## src/rtl/bch_enc_arbiter.sv

```systemverilog
// Round-robin front end for one shared BCH encoder: two valid/ready message
// sources, a registered encoder operand, latency wait, and a held codeword output.
module bch_enc_arbiter #(
  parameter int K       = 63,
  parameter int N       = 75,
  parameter int ENC_LAT = 0,
  parameter int CNT_W   = 16
) (
  input  logic             clk,
  input  logic             rst_n,
  input  logic             req0_valid,
  input  logic [K-1:0]     req0_data,
  output logic             req0_ready,
  input  logic             req1_valid,
  input  logic [K-1:0]     req1_data,
  output logic             req1_ready,
  output logic [K-1:0]     enc_in,
  input  logic [N-1:0]     enc_out,
  output logic             out_valid,
  output logic [N-1:0]     out_data,
  output logic             out_id,
  input  logic             out_ready,
  output logic             busy,
  output logic [CNT_W-1:0] cnt_issued
);

  // Wait counter needs at least one bit even for a combinational encoder.
  localparam int LAT_W = (ENC_LAT > 0) ? $clog2(ENC_LAT + 1) : 1;

  typedef enum logic [1:0] {IDLE, WAIT, HOLD} state_t;

  state_t           state_q;
  logic [K-1:0]     enc_in_q;
  logic [N-1:0]     out_data_q;
  logic             out_id_q;
  logic             out_valid_q;
  logic             id_q;
  logic             last_grant_q;
  logic [CNT_W-1:0] cnt_q;
  logic [LAT_W-1:0] wait_q;
  logic             grant0;
  logic             grant1;

  // On contention the requester that did not win last time is served.
  always_comb begin
    grant0 = 1'b0;
    grant1 = 1'b0;
    if (state_q == IDLE) begin
      if (req0_valid && req1_valid) begin
        grant0 = last_grant_q;
        grant1 = !last_grant_q;
      end else begin
        grant0 = req0_valid;
        grant1 = req1_valid;
      end
    end
  end

  always_ff @(posedge clk or negedge rst_n) begin
    if (!rst_n) begin
      state_q      <= IDLE;
      enc_in_q     <= '0;
      out_data_q   <= '0;
      out_id_q     <= 1'b0;
      out_valid_q  <= 1'b0;
      id_q         <= 1'b0;
      last_grant_q <= 1'b1;
      cnt_q        <= '0;
      wait_q       <= '0;
    end else begin
      case (state_q)
        IDLE: begin
          if (grant0 || grant1) begin
            enc_in_q     <= grant1 ? req1_data : req0_data;
            id_q         <= grant1;
            last_grant_q <= grant1;
            wait_q       <= LAT_W'(ENC_LAT);
            state_q      <= WAIT;
          end
        end
        WAIT: begin
          if (wait_q != '0) begin
            wait_q <= wait_q - LAT_W'(1);
          end else begin
            out_data_q  <= enc_out;
            out_id_q    <= id_q;
            out_valid_q <= 1'b1;
            state_q     <= HOLD;
          end
        end
        HOLD: begin
          if (out_ready) begin
            out_valid_q <= 1'b0;
            cnt_q       <= cnt_q + CNT_W'(1);
            state_q     <= IDLE;
          end
        end
        default: state_q <= IDLE;
      endcase
    end
  end

  assign req0_ready = grant0;
  assign req1_ready = grant1;
  assign enc_in     = enc_in_q;
  assign out_valid  = out_valid_q;
  assign out_data   = out_data_q;
  assign out_id     = out_id_q;
  assign busy       = (state_q != IDLE);
  assign cnt_issued = cnt_q;

endmodule

```

## config.mk

```make
export PLATFORM = sky130hd
export DESIGN_NAME = bch_enc_arbiter
export DESIGN_NICKNAME = d
export VERILOG_FILES = /design/src/rtl/bch_enc_arbiter.sv
export SDC_FILE = /design/constraint.sdc
export NUM_CORES = 1
export LEC_CHECK = 0
export BUFFER_PORTS_ARGS = -buffer_cell sky130_fd_sc_hd__buf_2
export CELL_PAD_IN_SITES_DETAIL_PLACEMENT = 1
export CELL_PAD_IN_SITES_GLOBAL_PLACEMENT = 1
export CORE_MARGIN = 5
export CORE_UTILIZATION = 33
export DETAILED_ROUTE_END_ITERATION = 10
export PLACE_DENSITY_LB_ADDON = 0.1
export SYNTH_ARGS = -nofsm -noshare
export SYNTH_HDL_FRONTEND = slang
export SYNTH_SLANG_ARGS = --single-unit
```

## constraint.sdc

```tcl
create_clock -name clk -period 1.7 [get_ports clk]
set_input_delay 0.085 -clock clk [delete_from_list [all_inputs] [get_ports clk]]
set_output_delay 0.085 -clock clk [all_outputs]
set_load 0.02 [all_outputs]
```

# Word-level counts from Yosys, hierarchy flattened
# Cells that the tools add are included.
# word_totals
reg_bits	161
in_bits	206
out_inout_bits	159
word_cells	45
# classes
add_sub_neg	2
eq_ne	5
muxes	15
bitwise	1
n_reduce_logical	13
# op_table
operator	n
$mux 63	1
$add 16x1->16 const B	1
$mux 1	8
$reduce_and 2->1	4
$mux 2	3
$pmux 2 s3	1
$reduce_and 3->1	2
$reduce_bool 2->1	3
$ne 2x2->1 const B	2
$pmux 1 s2	2
$eq 2x1->1 const B	1
$eq 2x2->1 const B	1
$logic_not 2->1	1
$ne 2x1->1 const B	1
$logic_and 1x1->1	1
$logic_not 1->1	1
$logic_or 1x1->1	1
$not 1->1	1
$sub 1x1->1 const B	1

# Longest topological paths before layout
# Gate-level depths: netlist (run 1).
# logic_depth
depth_word	6
ltp_mapped	6
depth_no_buf	5

# Worst setup path before layout (run 1)
# OpenSTA, ideal clock, no wires.
# synth_path
path_kind	register to register
startpoint	register last_grant_q
endpoint	register enc_in_q[11] (netlist: enc_in[11])
setup_ns	0.127
t_arrival_ns	1.426
required_ns	1.573
setup_slack_ns	0.147
path_stages_with_launch	6
path_buffers	1
period_less_slack_ns	1.553
path_cell_list	dfstp_2 -> nand2_1 -> and3_1 -> clkbuf_1 -> a222oi_1 -> inv_1
# synth_via
elab_chain_cells	5
elab_cells_between_ends	8
cone_classes	mux (5); reduce/logical (3)
# synth_lines
item	line	text
start: declaration	38	logic last_grant_q;
start signal: assignment	76	last_grant_q <= grant1;
$logic_not 1->1 (*)	51	grant1 = !last_grant_q;
$mux 1 (*)	49	if (req0_valid && req1_valid) begin
$mux 1 (*)	48	if (state_q == IDLE) begin
via req1_ready	16	output logic req1_ready,
$logic_or 1x1->1	73	if (grant0 || grant1) begin
$reduce_and 2->1 (no source line)	n/a	
end signal: assignment	74	enc_in_q <= grant1 ? req1_data : req0_data;
end: declaration	33	logic [K-1:0] enc_in_q;
# The timed path passes the listed nets; every way through them passes the cells marked *.
# A chain may end at the register's enable or synchronous reset.

# Worst setup path in the final report (run 1)
# layout_path
startpoint	register last_grant_q
endpoint	register enc_in_q[27] (netlist: enc_in[27])
# layout_via
elab_chain_cells	5
elab_cells_between_ends	8
cone_classes	mux (5); reduce/logical (3)
# layout_lines
item	line
$logic_not 1->1	51
$mux 1	49
$mux 1	48
$logic_or 1x1->1	73
$reduce_and 2->1 (no source line)	n/a
# Several ways; a longest one is shown, not always the timed one.

==> impl_metrics.ini, run 1 <==
[setup_path]
crit_cells = 5
worstSetupEndpointType = flop
slowest_stage = dfstp_2
required_ns = 1.99
reg2reg_to = enc_in[27]
path_buf_inv = 2
worst-r2r-setup-slack_ns = 0.009
cpLargestDelayFamily = flip-flops
arrival_ns = 1.98
reg2reg_depth = 5
critPathLaunch = last_grant_q
critical_path_class = flop to flop
cp_slowest_stage_delay_ns = 0.55
crit_fanout = 11
rr_startpoint = last_grant_q
worstPathCellList = nand2_1 -> and3_4 -> bufbuf_16 -> a222oi_1 -> inv_1
start_kind = flop
endpoint = enc_in[27]

[routing]
dr.pass1.iters = 8
via_per_inst = 5.09
drc_errors = 0
drt_iter0_drc = 520
wirelength_mm = 27.8
vias = 6515
wl_per_cell_um = 21.7
antenna_left = 0

[finish]
drive_gt1_share_pct = 48.1
final_cells = 1279
fill_cells = 1958
fin_util_pct = 59.9
num-nets-final = 1235
syn_to_final_growth_pct = 78.5

[clocking]
clockRootBuffer = clkbuf_16
clock-sinks = 160
cts_buffers = 17
h-tree-depth = 4
clockBufferDepth = 2
cts.clk_slew.worst_paths_ns = 0.07
clock_latency_ns = 0.42
cts_tree = done

[sta]
finalHoldViolations = 0
max_clock_freq_mhz = 592
drv_slew = 0
tightest_slew_ns = 0.468
rsz0062_at_grt = true
setup_slack_ns = 0.00942
layout_min_cycle_time_ns = 1.69
final-setup-viol-count = 0
whs_ns = 0.0637
slew_headroom_pct = 68.8
finalClockSkew_ns = 0.0115
fin_crit_sh_pct = 99.4

[floorplan]
die_w_um = 148
initial_core_util_pct = 33.6
core_area_um2 = 18800
row_count = 50
boundaryPins = 365
die_h_um = 148
dieArea_um2 = 22000

[power_and_ir_drop]
peakVddDrop_mv = 0.966
p_leak_nw = 5.78
fin_total_pwr_mw = 20.2
cellPowerDensity_nw_per_um2 = 1800

[logic_synthesis]
synth_ff_type = dfrtp_1
syn_nets = 657
async_flop_share_pct = 100
ys_warn_count = 0
synth_area_leaders = dfrtp_1 63%, mux2_2 14%, a222oi_1 10%
avgSynthCellArea_um2 = 14.0
synth-edff-count = 0
yosysTopAreaCell = dfrtp_1
synth_cell_types = 31
syn_area_um2 = 6300
synth.ff_latch_count = 160
synth_top_area_share_pct = 63.2
ys_seq_area_share_pct = 63.6
syn-instance-count = 450

[grt]
grtUsageTotal_pct = 24.9
grt_use_met1_pct = 24.8
antenna_found_initial = 3
grt_pass1_vias = 7595
grt_util_met2_pct = 45.7
grt_start_max_net_pins = 68
grt_overflow = 0
grt-busiest-layer = met2
grt_pass1_wl_mm = 42.4
met3_usage_pct = 7.71

[min_path]
holdCritPathClass = input pin to async pin

[place]
hpwl_mm = 16.6
dp_cells = 1032
gp_congestion = 0.781
io_buffers = 364
detailedPlace.worstSlack_ns = 0.0294

[run_status]
status = finished, final reports clean

[job]
drv_cap = 0
## placed cells by master (no fill, tap or decap), drive strengths merged
master       instances
a31oi                1
clkbuf              18
ha                   1
xnor2               11
and4                 2
and3                 3
or2                  1
xor2                 4
dlygate4sd3        204
nand3                5
diode                4
a21oi                2
o21ai                2
dfstp                1
dfrtp              159
buf                383
bufinv               3
nand3b               1
inv                 69
nor2                 7
a222oi              63
nand2                6
and2                 1
mux2                77
clkinv               6
clkinvlp             2
nand4                3
nor2b                1
nand4b               1
nor3                 1
nand2b               1
nor3b                1
bufbuf               1
## cells in the mapped netlist, types with 2 or more instances
master and number:
and4_1 2, mux2_2 77, buf_6 6, clkbuf_1 8
xnor2_1 11, nand4_1 3, dfrtp_1 159, a222oi_1 63
nand3_1 5, a21oi_1 2, and3_1 3, buf_4 4
nand2_1 6, nor2_1 6, inv_1 66, buf_2 11
xor2_1 4
## routing by layer
metal | vias up | wire, um
met2 | 357 | 15000
met4 | 0 | 1400
li1 | 2819 | -
met3 | 94 | 2180
met5 | - | 0
met1 | 3245 | 9220
## cell families (layout without fill, tap and decap cells)
| group | Yosys count | in the layout | share of synthesized area, % |
|---|---|---|---|
| AOI/OAI and AO/OA | 68 | 68 | 10.4 |
| xor gates and xnor gates | 15 | 15 | 2.09 |
| adders and majority gates | 1 | 1 | 0.199 |
| buffers and inverters | 95 | 686 | 6.83 |
| DFF | 160 | 160 | 63.6 |
| muxes | 77 | 77 | 13.8 |
| other | 0 | 4 | 0 |
| and+or+nand+nor | 34 | 34 | 3.12 |
## repair_timing
action	CTS	global route
cloned	2	0
setup buffers	2	3
resized for setup	8	4
hold endpoints to repair	299	0
hold buffers	204	0
pin swaps	2	13
endpoints found under the setup margin	2	21
## power breakdown
| group | leakage (nW) | switching (mW) | total, mW | internal (mW) |
|---|---|---|---|---|
| Sequential | 1.94 | 1.09 | 6.71 | 5.62 |
| Combinational | 3.55 | 5.55 | 9.55 | 4.00 |
| Clock | 0.293 | 1.64 | 3.98 | 2.34 |
| Total | 5.78 | 8.28 | 20.2 | 12.0 |
## layout make-up
| type | count | area [um2] | share of cell area (%) |
|---|---|---|---|
| sequential | 160 | 4010 | 35.6 |
| tap | 234 | 293 | 2.60 |
| clock inverter | 14 | 183 | 1.62 |
| inverter | 66 | 248 | 2.20 |
| antenna | 4 | 10.0 | 0.0890 |
| multi-input combinational | 195 | 1900 | 16.9 |
| clock buffer | 18 | 429 | 3.82 |
| timing repair buffer | 588 | 4180 | 37.1 |
## metrics by stage
step	cell area, um2	setup TNS [ns]
floorplan	6300	0
global placement	8440	0
detailed placement	8440	0
CTS	11200	0
global route	11200	-0.464
finish	11200	0
## sequential cells by signal, indices dropped and copies added, names as in the netlist
register and flops:
last_grant_q 1, id_q 1, out_id 1, state_q 2, enc_in 63, out_valid 1, out_data 75, cnt_issued 16
## how the worst min path moves through the flow
| stage | startpoint | endpoint | slack, ns |
|---|---|---|---|
| after floorplan | rst_n | cnt_issued[0] | -0.21 |
| after global placement | rst_n | out_data[10] | -0.05 |
| final | rst_n | out_data[7] | 0.06 |
| after detailed placement | rst_n | out_data[7] | -0.05 |
| after CTS | rst_n | out_data[7] | 0.05 |
| after global routing | rst_n | out_data[7] | 0.07 |
(Power assumes the default switching activity.)
==> run 2: changes to the inputs <==
--- a/config.mk
+++ b/config.mk
@@ -9,7 +9,8 @@
 export CELL_PAD_IN_SITES_DETAIL_PLACEMENT = 1
 export CELL_PAD_IN_SITES_GLOBAL_PLACEMENT = 1
 export CORE_MARGIN = 5
-export CORE_UTILIZATION = 33
+export CORE_UTILIZATION = 34
+export CTS_BUF_LIST = sky130_fd_sc_hd__clkbuf_8
 export DETAILED_ROUTE_END_ITERATION = 10
 export PLACE_DENSITY_LB_ADDON = 0.1
 export SYNTH_ARGS = -nofsm -noshare
==> run 2 against run 1 <==
Global-route usage grew 1.2 points. Critical endpoint is now enc_in[21]. Hold slack gained 0.013 ns. Design area shrank 0.55%. Sequential share of layout area grew 0.21 points. The flow now finishes with violations (setup timing). Final cell count grew 0.70%. Total power shrank 2.3%. Clock-buffer cell count shrank 1. Sequential power grew 1%.
==> impl_metrics.ini, run 2 (synthesis results as in run 1) <==
[run_status]
status = complete, but fails checks
violations = setup timing

[grt]
grtUsageTotal_pct = 26.1
grt_pass1_wl_mm = 43.7
grt_pass1_vias = 7449
grt_overflow = 0
antenna_found_initial = 5
grt_start_max_net_pins = 69

[power_and_ir_drop]
cellPowerDensity_nw_per_um2 = 1770
p_leak_nw = 5.77
fin_total_pwr_mw = 19.8
peakVddDrop_mv = 0.975

[floorplan]
initial_core_util_pct = 34.8
die_h_um = 146
row_count = 49
boundaryPins = 365
die_w_um = 146
core_area_um2 = 18100
dieArea_um2 = 21400

[clocking]
clock-sinks = 160
cts.clk_slew.worst_paths_ns = 0.10
cts_tree = done
h-tree-depth = 4
cts_buffers = 17
clock_latency_ns = 0.46
clockRootBuffer = clkbuf_8
clockBufferDepth = 2

[sta]
setup_slack_ns = -0.0377
finalClockSkew_ns = 0.0118
fin_crit_sh_pct = 102
finalSetupTns_ns = -0.237
final-setup-viol-count = 16
layout_min_cycle_time_ns = 1.74
rsz0062_at_grt = true
finalHoldViolations = 0
tightest_slew_ns = 0.517
max_clock_freq_mhz = 575
drv_slew = 0
slew_headroom_pct = 65.5

[routing]
via_per_inst = 5.07
vias = 6532
drt_iter0_drc = 437
drc_errors = 0
wl_per_cell_um = 23.0
wirelength_mm = 29.6
dr.pass1.iters = 10
antenna_left = 0

[setup_path]
worstPathCellList = nand2_1 -> and3_4 -> buf_4 -> clkbuf_16 -> a222oi_1 -> inv_1
cpLargestDelayFamily = flip-flops
arrival_ns = 2.08
crit_fanout = 27
required_ns = 2.04
start_kind = flop
worstSetupEndpointType = flop
cp_slowest_stage_delay_ns = 0.55
slowest_stage = dfstp_2
path_buf_inv = 3
critical_path_class = flop to flop

[place]
io_buffers = 364
detailedPlace.worstSlack_ns = -0.00512
gp_congestion = 0.827
hpwl_mm = 17.0
dp_cells = 1027
placed_cell_area_um2 = 8440

[finish]
num-nets-final = 1248
layout_common_cells = 361 x buf_2, 205 x dlygate4sd3_1, 157 x dfrtp_1
final_cells = 1288
largest_reg_flops = 75
drive_gt1_share_pct = 48.8
layout_commonest_cell = buf_2
multi_input_area_um2 = 1900
seqCellArea_um2 = 4010
syn_to_final_growth_pct = 77.5
final_area_um2 = 11200
fill_cells = 1902

[job]
drv_cap = 0

[min_path]
holdCritPathClass = input pin to async pin
-- run 2: cell types whose count changed in the layout (fill, tap and decap cells not counted), moves of 2 or more --
cell	change
clkinv_4	-2
clkbuf_16	-13
buf_6	+2
clkinvlp_4	+3
clkbuf_8	+17
buf_4	+9
-- run 2: timing repair --
item | 4_1_cts | 5_1_grt
pin swaps | 1 | 32
gates resized for setup | 9 | 4
buffers inserted | 6 | 9
cloned | 0 | 4
hold endpoints to repair | 300 | 0
setup endpoints to repair | 4 | 15
hold buffers | 205 | 0
-- run 2: path summary, 6_finish.rpt --
kind	start	slack (ns)	cells past startpoint	end
worst max-delay path	last_grant_q	-0.04	6	enc_in[21]
worst min-delay path	rst_n	0.08	2	cnt_issued[10]
worst max register to register	last_grant_q	-0.04	6	enc_in[21]
worst min register to register	cnt_issued[15]	0.47	1	cnt_issued[15]
max in group asynchronous	rst_n	0.93	3	id_q
min in group clk	req1_valid	0.10	4	state_q[0]
-- run 2: per-stage QoR --
step                      util [%]  hold WS, ns
after CTS                     60.7       0.0214
after detailed placement      46.7     -0.00642
after global routing          61.8       0.0800
after global placement        46.7      -0.0124
after floorplan                  -       -0.211
final                         61.8       0.0771
-- run 2: area by class of cell --
class,instances,share of cell area [%]
Multi-Input combinational cell,195,17.0
Sequential cell,160,35.8
Inverter,66,2.22
Clock buffer,17,2.09
Clock inverter,15,1.67
Timing Repair Buffer,601,38.5
Antenna cell,5,0.112
Tap cell,229,2.56
-- run 2: worst reg2reg max path, cell delays in order, from the launching register on --
cell	delay (ns)
dfstp_2	0.55
nand2_1	0.05
and3_4	0.20
buf_4	0.15
clkbuf_16	0.20
a222oi_1	0.40
inv_1	0.07
-- run 2: metal layers --
| layer | GRT usage (%) | up-vias | wire (um) |
|---|---|---|---|
| li1 | - | 2835 | - |
| met1 | 26.4 | 3257 | 10100 |
| met2 | 48.1 | 354 | 16000 |
| met3 | 8.03 | 86 | 2190 |
| met4 | 13.8 | 0 | 1310 |
| met5 | 0 | - | 0 |
-- run 2: power by group --
part / total, mW / switching, mW / internal [mW] / leakage, nW
Sequential: 6.78 / 1.16 / 5.61 / 1.94
Clock: 3.03 / 1.56 / 1.47 / 0.198
Combinational: 9.97 / 5.78 / 4.19 / 3.63
Total: 19.8 / 8.50 / 11.3 / 5.77
